File: config.mk
export PLATFORM = sky130hd
export DESIGN_NAME = ds_mod_mc
export DESIGN_NICKNAME = d
export VERILOG_FILES = /design/src/rtl/ds_mc_pkg.sv /design/src/rtl/ds_ef_step.sv /design/src/rtl/ds_mod_mc.sv
export SDC_FILE = /design/constraint.sdc
export NUM_CORES = 1
export LEC_CHECK = 0
export BUFFER_PORTS_ARGS = -buffer_cell sky130_fd_sc_hd__buf_2
export CAP_MARGIN = 10
export CORE_UTILIZATION = 40
export CTS_BUF_LIST = sky130_fd_sc_hd__clkbuf_16
export DETAILED_ROUTE_END_ITERATION = 6
export SYNTH_ARGS = -nofsm -noshare
export SYNTH_HDL_FRONTEND = slang
export SYNTH_SLANG_ARGS = --single-unit
File: constraint.sdc
create_clock -name clk -period 10.4 [get_ports clk]
set_input_delay 2.08 -clock clk [delete_from_list [all_inputs] [get_ports clk]]
set_output_delay 2.08 -clock clk [all_outputs]
set_load 0.05 [all_outputs]
File: src/rtl/ds_mc_pkg.sv
// Shared constants and helpers for the multi-channel error-feedback delta-sigma modulator.
package ds_mc_pkg;

    typedef enum logic [1:0] {
        ORD_BYPASS = 2'd0,
        ORD_1      = 2'd1,
        ORD_2      = 2'd2,
        ORD_3      = 2'd3
    } ds_order_e;

    localparam logic [15:0] LFSR_SEED = 16'hACE1;
    // Fibonacci taps 16,14,13,11 as bit positions 15,13,12,10
    localparam logic [15:0] LFSR_TAPS = 16'hB400;

    function automatic int sat_max(input int bits);
        return (1 << (bits - 1)) - 1;
    endfunction

    function automatic int sat_min(input int bits);
        return -(1 << (bits - 1));
    endfunction

endpackage

File: src/rtl/ds_ef_step.sv
// Combinational single-channel update: (1-z^-1)^L error feedback, 1-bit quantiser,
// saturation of the new error term to the state width.
module ds_ef_step
    import ds_mc_pkg::*;
#(
    parameter int IN_BITS     = 16,
    parameter int SREG_BITS   = 18,
    parameter int DITHER_BITS = 4
) (
    input  logic signed [IN_BITS-1:0]     x,
    input  logic signed [SREG_BITS-1:0]   e1,
    input  logic signed [SREG_BITS-1:0]   e2,
    input  logic signed [SREG_BITS-1:0]   e3,
    input  logic        [1:0]             order,
    input  logic signed [DITHER_BITS-1:0] dither,
    output logic                          b,
    output logic signed [SREG_BITS-1:0]   e_next,
    output logic                          sat
);

    localparam int W = SREG_BITS + 3;
    localparam logic signed [W-1:0] E_MAX = W'(sat_max(SREG_BITS));
    localparam logic signed [W-1:0] E_MIN = W'(sat_min(SREG_BITS));
    localparam logic signed [W-1:0] Q_MAG = W'(sat_max(IN_BITS) + 1);

    logic signed [W-1:0] xw, a1, a2, a3, dw, y, e;

    always_comb begin
        xw = W'(x);
        a1 = W'(e1);
        a2 = W'(e2);
        a3 = W'(e3);
        dw = W'(dither);
        case (order)
            ORD_BYPASS: y = xw;
            ORD_1:      y = xw + a1;
            ORD_2:      y = xw + (a1 <<< 1) - a2;
            default:    y = xw + (a1 <<< 1) + a1 - (a2 <<< 1) - a2 + a3;
        endcase
        y = y + dw;
        b = ~y[W-1];
        e = b ? (y - Q_MAG) : (y + Q_MAG);
        sat    = 1'b0;
        e_next = e[SREG_BITS-1:0];
        if (e > E_MAX) begin
            sat    = 1'b1;
            e_next = E_MAX[SREG_BITS-1:0];
        end else if (e < E_MIN) begin
            sat    = 1'b1;
            e_next = E_MIN[SREG_BITS-1:0];
        end
    end

endmodule

File: src/rtl/ds_mod_mc.sv
// N-channel time-multiplexed delta-sigma modulator with overload watchdog.
// Optional LFSR dither before the quantiser when DS_MC_DITHER_EN is defined.
module ds_mod_mc
    import ds_mc_pkg::*;
#(
    parameter int CHANNELS    = 2,
    parameter int IN_BITS     = 16,
    parameter int SREG_BITS   = 18,
    parameter int OVL_LIMIT   = 64,
    parameter int DITHER_BITS = 4
) (
    input  logic                                               clk,
    input  logic                                               rst_n,
    input  logic                                               ena,
    input  logic [1:0]                                         order,
    input  logic                                               in_valid,
    input  logic [$clog2(CHANNELS > 1 ? CHANNELS : 2)-1:0]     in_ch,
    input  logic signed [IN_BITS-1:0]                          in_data,
    input  logic                                               ovl_clr,
    output logic [CHANNELS-1:0]                                ds_out,
    output logic                                               frame_tick,
    output logic [CHANNELS-1:0]                                ovl_sticky
);

    localparam int CH_W  = $clog2(CHANNELS > 1 ? CHANNELS : 2);
    localparam int CNT_W = $clog2(OVL_LIMIT + 1);
    localparam logic [CH_W-1:0]  CH_LAST = CH_W'(CHANNELS - 1);
    localparam logic [CNT_W-1:0] WD_TRIP = CNT_W'(OVL_LIMIT);

    logic [CH_W-1:0]            ch;
    logic [1:0]                 order_q;
    logic signed [IN_BITS-1:0]  x_q  [CHANNELS];
    logic signed [SREG_BITS-1:0] e1_q [CHANNELS];
    logic signed [SREG_BITS-1:0] e2_q [CHANNELS];
    logic signed [SREG_BITS-1:0] e3_q [CHANNELS];
    logic [CNT_W-1:0]           wd_q [CHANNELS];

    logic                        order_chg, in_ok;
    logic signed [SREG_BITS-1:0] e1_cur, e2_cur, e3_cur, e_next;
    logic [CNT_W-1:0]            wd_cur, wd_inc;
    logic                        b, sat, wd_fire;
    logic signed [DITHER_BITS-1:0] dither;

    assign order_chg = (order != order_q);
    assign in_ok     = int'(in_ch) < CHANNELS;

    // An order change restarts the channel being updated from a clean state.
    assign e1_cur = order_chg ? '0 : e1_q[ch];
    assign e2_cur = order_chg ? '0 : e2_q[ch];
    assign e3_cur = order_chg ? '0 : e3_q[ch];
    assign wd_cur = order_chg ? '0 : wd_q[ch];
    assign wd_inc = wd_cur + 1'b1;
    assign wd_fire = sat && (wd_inc == WD_TRIP);

`ifdef DS_MC_DITHER_EN
    logic [15:0] lfsr;

    always_ff @(posedge clk or negedge rst_n) begin
        if (!rst_n) begin
            lfsr <= LFSR_SEED;
        end else if (ena) begin
            lfsr <= {lfsr[14:0], ^(lfsr & LFSR_TAPS)};
        end
    end

    assign dither = lfsr[DITHER_BITS-1:0];
`else
    assign dither = '0;
`endif

    ds_ef_step #(
        .IN_BITS     (IN_BITS),
        .SREG_BITS   (SREG_BITS),
        .DITHER_BITS (DITHER_BITS)
    ) u_step (
        .x      (x_q[ch]),
        .e1     (e1_cur),
        .e2     (e2_cur),
        .e3     (e3_cur),
        .order  (order),
        .dither (dither),
        .b      (b),
        .e_next (e_next),
        .sat    (sat)
    );

    always_ff @(posedge clk or negedge rst_n) begin
        if (!rst_n) begin
            ch         <= '0;
            order_q    <= '0;
            ds_out     <= '0;
            frame_tick <= 1'b0;
            ovl_sticky <= '0;
            for (int i = 0; i < CHANNELS; i++) begin
                x_q[i]  <= '0;
                e1_q[i] <= '0;
                e2_q[i] <= '0;
                e3_q[i] <= '0;
                wd_q[i] <= '0;
            end
        end else begin
            if (in_valid && in_ok) begin
                x_q[in_ch] <= in_data;
            end
            if (ovl_clr) begin
                ovl_sticky <= '0;
            end
            frame_tick <= 1'b0;
            if (ena) begin
                order_q    <= order;
                ch         <= (ch == CH_LAST) ? '0 : ch + 1'b1;
                frame_tick <= (ch == '0);
                if (order_chg) begin
                    for (int i = 0; i < CHANNELS; i++) begin
                        e1_q[i] <= '0;
                        e2_q[i] <= '0;
                        e3_q[i] <= '0;
                        wd_q[i] <= '0;
                    end
                end
                ds_out[ch] <= b;
                if (sat) begin
                    ovl_sticky[ch] <= 1'b1;
                end
                // Watchdog trip replaces the normal shift with a state flush.
                if (wd_fire) begin
                    e1_q[ch] <= '0;
                    e2_q[ch] <= '0;
                    e3_q[ch] <= '0;
                    wd_q[ch] <= '0;
                end else begin
                    e1_q[ch] <= e_next;
                    e2_q[ch] <= e1_cur;
                    e3_q[ch] <= e2_cur;
                    wd_q[ch] <= sat ? wd_inc : '0;
                end
            end
        end
    end

endmodule
Yosys cells after proc, flatten, opt, wreduce, memory -nomap -nowiden:

Index checks and enable logic that the tools add are counted.
W data, S select, Z words.

* add/subtract/negate cells: 11
* order comparisons: 8
* equal/unequal tests: 4
* muxes and demuxes: 57
* bitwise gates (word level): 11
* reduce and logical (&&, ||, !) cells: 5

Operators with widths (count)
* $mux W36: 9
* $mux W18: 15
* $and A36 B36 Y36: 3
* $bwmux W36: 3
* $mux W16: 4
* $pmux W21 S3: 1
* $mux W14: 3
* $mux W7: 6
* $not A36 Y36: 1
* $bwmux W32: 1
* $add A20 B18 Y21: 1
* $add A21 B17 Y21 const B: 1
* $add A21 B18 Y21: 1
* $gt A21 B18 Y1 const B: 1
* $lt A21 B18 Y1 const B: 1
* $mux W21: 1
* $sub A20 B18 Y21: 1
* $sub A21 B17 Y21 const B: 1
* $sub A21 B18 Y21: 1
* $sub A21 B19 Y21: 1
* $add A16 B19 Y20: 1
* $add A16 B18 Y19: 1
* $demux W18 S1: 1
* $demux W16 S1: 1
* other kinds (23): 36

* flip-flop bits (word level): 162
* input port bits: 24
* output and inout port bits: 5

Logic depth before layout (Yosys ltp):

* word-level depth: 19
* mapped depth: 50
* gate-level depth less buffers: 40

By module:

Synthesis repeated with hierarchy kept, for this count alone.

* cells, all modules: 1695
* area, all modules: 15334.7 um^2

Modules (own cells, without submodules)
* ds_mod_mc: instances 1, cells an instance 818, area each 8390.5 um^2
* ds_ef_step: instances 1, cells an instance 877, area each 6944.2 um^2

Worst setup path after synthesis:

OpenSTA, ideal clock, no wires.

* path type: input to register
* start: in order[1]
* end: reg e1_q[17] (netlist bit)
* library setup time: 122 ps
* data arrival time: 10644 ps
* data required time: 10278 ps
* slack: -366 ps
* stages: 47
* cell sequence: buf_4 xor2_2 nor2_2 clkbuf_1 clkbuf_1 clkbuf_1 clkbuf_1 nand2_1 inv_1 ha_1 o21ai_0 nand2b_1 o41ai_1 o21ai_1 a21oi_1 maj3_1 a21o_1 xnor2_1 [11 not listed] xnor2_1 o22ai_1 a41o_1 buf_6 xor2_1 ha_1 o2111ai_1 nor2_1 nand4b_1 nor4b_1 nand4bb_1 a2111o_1 o211ai_1 a21o_2 o211ai_2 buf_4 buf_6 a32o_1

* word-level cells in the longest chain between the ends: 15
* elaborated cells between the ends (all ways): 33
* those cells by class: add/sub: 10; order compare: 2; eq/ne: 4; mux: 14; bitwise: 1; reduce/logical: 2

RTL lines
* start, declared: line ds_mod_mc.sv:15 `input logic [1:0] order,`
* $ne A2 B2 Y1: line ds_mod_mc.sv:44 `assign order_chg = (order != order_q);`
* $mux W18: line ds_mod_mc.sv:48 `assign e1_cur = order_chg ? '0 : e1_q[ch];`
* $add A16 B19 Y20: line ds_ef_step.sv:37, ds_ef_step.sv:38
* $add A20 B18 Y21: line ds_ef_step.sv:38 `default: y = xw + (a1 <<< 1) + a1 - (a2 <<< 1) - a2 + a3;`
* $sub A21 B19 Y21: line ds_ef_step.sv:38
* $sub A21 B18 Y21: line ds_ef_step.sv:38
* $add A21 B18 Y21: line ds_ef_step.sv:38
* $pmux W21 S3: line ds_ef_step.sv:34 `case (order)`
* $sub A21 B17 Y21 / $add A21 B17 Y21 (equally long branches): line ds_ef_step.sv:42 `e = b ? (y - Q_MAG) : (y + Q_MAG);`
* $mux W21: line ds_ef_step.sv:42
* $lt A21 B18 Y1: line ds_ef_step.sv:48 `end else if (e < E_MIN) begin`
* $mux W18 / $mux W1 (equally long branches): line ds_ef_step.sv:48
* $mux W18 / $mux W1 (equally long branches): line ds_ef_step.sv:45 `if (e > E_MAX) begin`
* $bwmux W36 / $logic_and A1 B1 Y1 (equally long branches): line ds_mod_mc.sv:132, ds_mod_mc.sv:53
* $mux W36 *: line ds_mod_mc.sv:126 `if (wd_fire) begin`
* end signal, assigned by index: line ds_mod_mc.sv:132 `e1_q[ch] <= e_next;`
* end, declared: line ds_mod_mc.sv:33 `logic signed [SREG_BITS-1:0] e1_q [CHANNELS];`

Every way passes the cells marked *; elsewhere a longest branch is shown, timed or not. The select of a mux whose other input is x is not followed.
A chain may end at the register's enable or synchronous reset.

Worst setup path in the final report:

* start: in order[0]
* end: reg e1_q[4] (netlist bit)

Same word-level chain as after synthesis.

==> out/qor.csv <==
stage,metric,value,unit
global_route,grtUsageTotal,24.1,%
detailed_routing,via_count,12100,
setup_path,cpPeakStageDelay,0.49,ns
clocking,cts_tree,done,
yosys,yosysWarningCount,0,
clocking,cts_max_level,4,
setup_path,end_kind,flip-flop,
yosys,synth_top_flop_cell,dfrtp_1,
global_route,grt_pass1_vias,11800,
timing,worstMarginPinSlew,1.34,ns
run_status,status,"complete, but fails checks",
setup_path,worst_path_max_delay_cell,fa_1,
timing,fmax,101,MHz
yosys,synth_area_per_cell,9.34,µm²
placement,port_buffers,28,
yosys,synth_cell_type_count,94,
yosys,synth_top_area_cell,dfrtp_1,
timing,min_period_over_period,95.5,%
timing,fin_crit,9.93,ns
placement,hpwl,30.3,mm
detailed_routing,drtAntennaViolNets,0,
floorplanning,die_h,192,µm
global_route,grt_first_pass_wirelength,68.1,mm
timing,holdWs,0.489,ns
power_and_ir_drop,vdd_drop_max,0.405,mV
floorplanning,initial_core_util,40.6,%
setup_path,crit_fanout,29,
power_and_ir_drop,power_leakage,7.22,nW
power_and_ir_drop,p_per_area,365,nW/µm²
yosys,async_flop_share,100,%
detailed_routing,viasPerCell,5.96,
timing,report.final.slew_viol_count,0,
yosys,synth_area_leaders,"dfrtp_1 28%, fa_1 7.8%, ha_1 6.0%, mux2_2 5.8%, nand2_1 3.6%",
power_and_ir_drop,finalPower,5.77,mW
timing,slew_headroom,9.68,%
final_layout,layout_commonest_cell,dfrtp_1,
setup_path,crit_required,10.74,ns
global_route,grt-ovfl-total,0,
setup_path,cp_common_cell,inv_1,
yosys,syn_nets,1694,
timing,setup_viol,0,
detailed_routing,route.detailed.wl_per_inst,21.1,µm
yosys,ys_ff_latch,162,
setup_path,path_class,in -> reg,
floorplanning,dieArea,36900,µm²
timing,finalHoldViolations,0,
clocking,cts.path.max_buffers,2,
detailed_routing,drtIter0Drc,1127,
floorplanning,rows,69,
yosys,synth-edff-count,0,
placement,gp_congestion,0.943,
setup_path,startpoint_type,input pin,
clocking,postCtsHoldBufs,0,
clocking,path_clk_slew,0.07,ns
final_layout,final_cells,2024,
final_layout,layout_common_cells,"161 x dfrtp_1, 135 x nand2_1, 112 x inv_1",
detailed_routing,drcViolationCount,1,
setup_path,crit_arrival,10.26,ns
clocking,cts_root_buffer,clkbuf_16,
clocking,clk_latency,0.46,ns
timing,rsz0062_at_grt,false,
placement,place_inst,1992,
yosys,yosysTopAreaCellShare,28.1,%
timing,tns,0,ns
global_route,antenna_found_initial,0,
yosys,synth_area,14400,µm²
final_layout,fillers,3475,
detailed_routing,dr.pass1.iters,7,
floorplanning,core,35600,µm²
clocking,clock-sinks,162,
timing,clock_skew,0.0168,ns
run_status,failed_checks,DRC,
hold_path,hold_class,reg -> reg,
final_layout,drive_above_1_share,14.9,%
detailed_routing,drt_wl_total,42.7,mm
final_layout,layout.nets,1699,
final_layout,areaGrowthSynthToFinish,9.44,%
global_route,grt_max_degree,90,
yosys,synthCells,1545,
yosys,synth-seq-area-share,28.1,%
clocking,cts_made_buffers,17,
final_layout,diodes,0,
flow_run,drv_cap,0,
floorplanning,io_pins,29,
floorplanning,die_w,192,µm
worst max-delay path, delay by kind of cell:
| kind | cells | cell delay [ns] |
|---|---|---|
| adders and majority gates | 6 | 2.21 |
| and+or+nand+nor | 3 | 0.75 |
| xor gates and xnor gates | 2 | 0.35 |
| buffers and inverters | 8 | 1.24 |
| AOI/OAI and AO/OA | 14 | 3.58 |
cells in the mapped netlist (28+ instances only):
cell type  count
dfrtp_1      162
nand2_1      137
inv_1        111
nor2_1       107
mux2_2        75
ha_1          69
and3_1        62
clkbuf_1      57
xnor2_1       57
fa_1          56
a21oi_1       54
a22o_1        54
o21ai_0       47
mux2i_1       43
a32o_1        37
xor2_1        31
o211ai_1      28
sequential cells by signal (all words and copies together), names as in the netlist:
register,flops
ds_out,2
e1_q,36
e3_q,36
frame_tick,1
wd_q,14
e2_q,36
ch,1
ovl_sticky,2
order_q,2
x_q,32
final cells by class:
| type | count | area, µm² | share of cell area, % |
|---|---|---|---|
| Timing Repair Buffer | 77 | 589 | 3.73 |
| Multi-Input combinational cell | 1180 | 9580 | 60.6 |
| Clock inverter | 15 | 153 | 0.966 |
| Tap cell | 461 | 577 | 3.65 |
| Clock buffer | 17 | 425 | 2.69 |
| Sequential cell | 162 | 4060 | 25.7 |
| Inverter | 112 | 420 | 2.66 |
worst paths after layout:
kind,start,endpoint,slack (ns),depth (start not counted)
worst min-delay path,wd_q[3]$_DFFE_PN0P_,wd_q[3]$_DFFE_PN0P_,0.49,1
worst max-delay path,order[0],e1_q[4]$_DFFE_PN0P_,0.47,33
min in group asynchronous,rst_n,x_q[31]$_DFFE_PN0P_,1.71,1
max in group asynchronous,rst_n,e2_q[18]$_DFFE_PN0P_,7.15,2
worst max register to register,ch$_DFFE_PN0P_,e1_q[8]$_DFFE_PN0P_,1.25,36
worst min register to register,wd_q[3]$_DFFE_PN0P_,wd_q[3]$_DFFE_PN0P_,0.49,1
timing repair:
action                     in CTS  in global routing
resized for setup               0                  1
setup buffers                   0                  0
setup endpoints to repair       0                 45
power by group:
part / internal (mW) / switching (mW) / total [mW]
sequential: 0.748 / 0.0965 / 0.845
clock: 0.337 / 0.307 / 0.645
combinational: 1.70 / 2.58 / 4.28
total: 2.79 / 2.98 / 5.77
through the flow:
stage	instance area [µm²]	setup WS (ns)	utilization, %
6_report	15800	0.472	44.4
4_1_cts	15800	0.572	44.4
5_1_grt	15800	0.0257	44.4
2_1_floorplan	14500	0.0865	-
3_5_place_dp	15200	0.142	42.8
3_3_place_gp	15200	0.245	42.8
cells by family after synthesis:
family | after synthesis | share of synthesized area [%]
AOI/OAI and AO/OA | 393 | 21.0
xor gates and xnor gates | 91 | 5.68
adders and majority gates | 130 | 14.1
buffers and inverters | 203 | 5.94
DFF | 162 | 28.1
muxes | 132 | 10.6
and+or+nand+nor | 434 | 14.6
per-layer routing:
layer	global-route usage (%)	up-vias	share of wire (%)	wire length, µm
met1	32.7	6006	45	19300
li1	-	5618	-	-
met2	39.6	390	47	20100
met4	6.84	0	2.0	841
met5	0	-	0	0
met3	3.62	45	5.7	2450
Note: power is estimated with default switching activity, not from simulation.
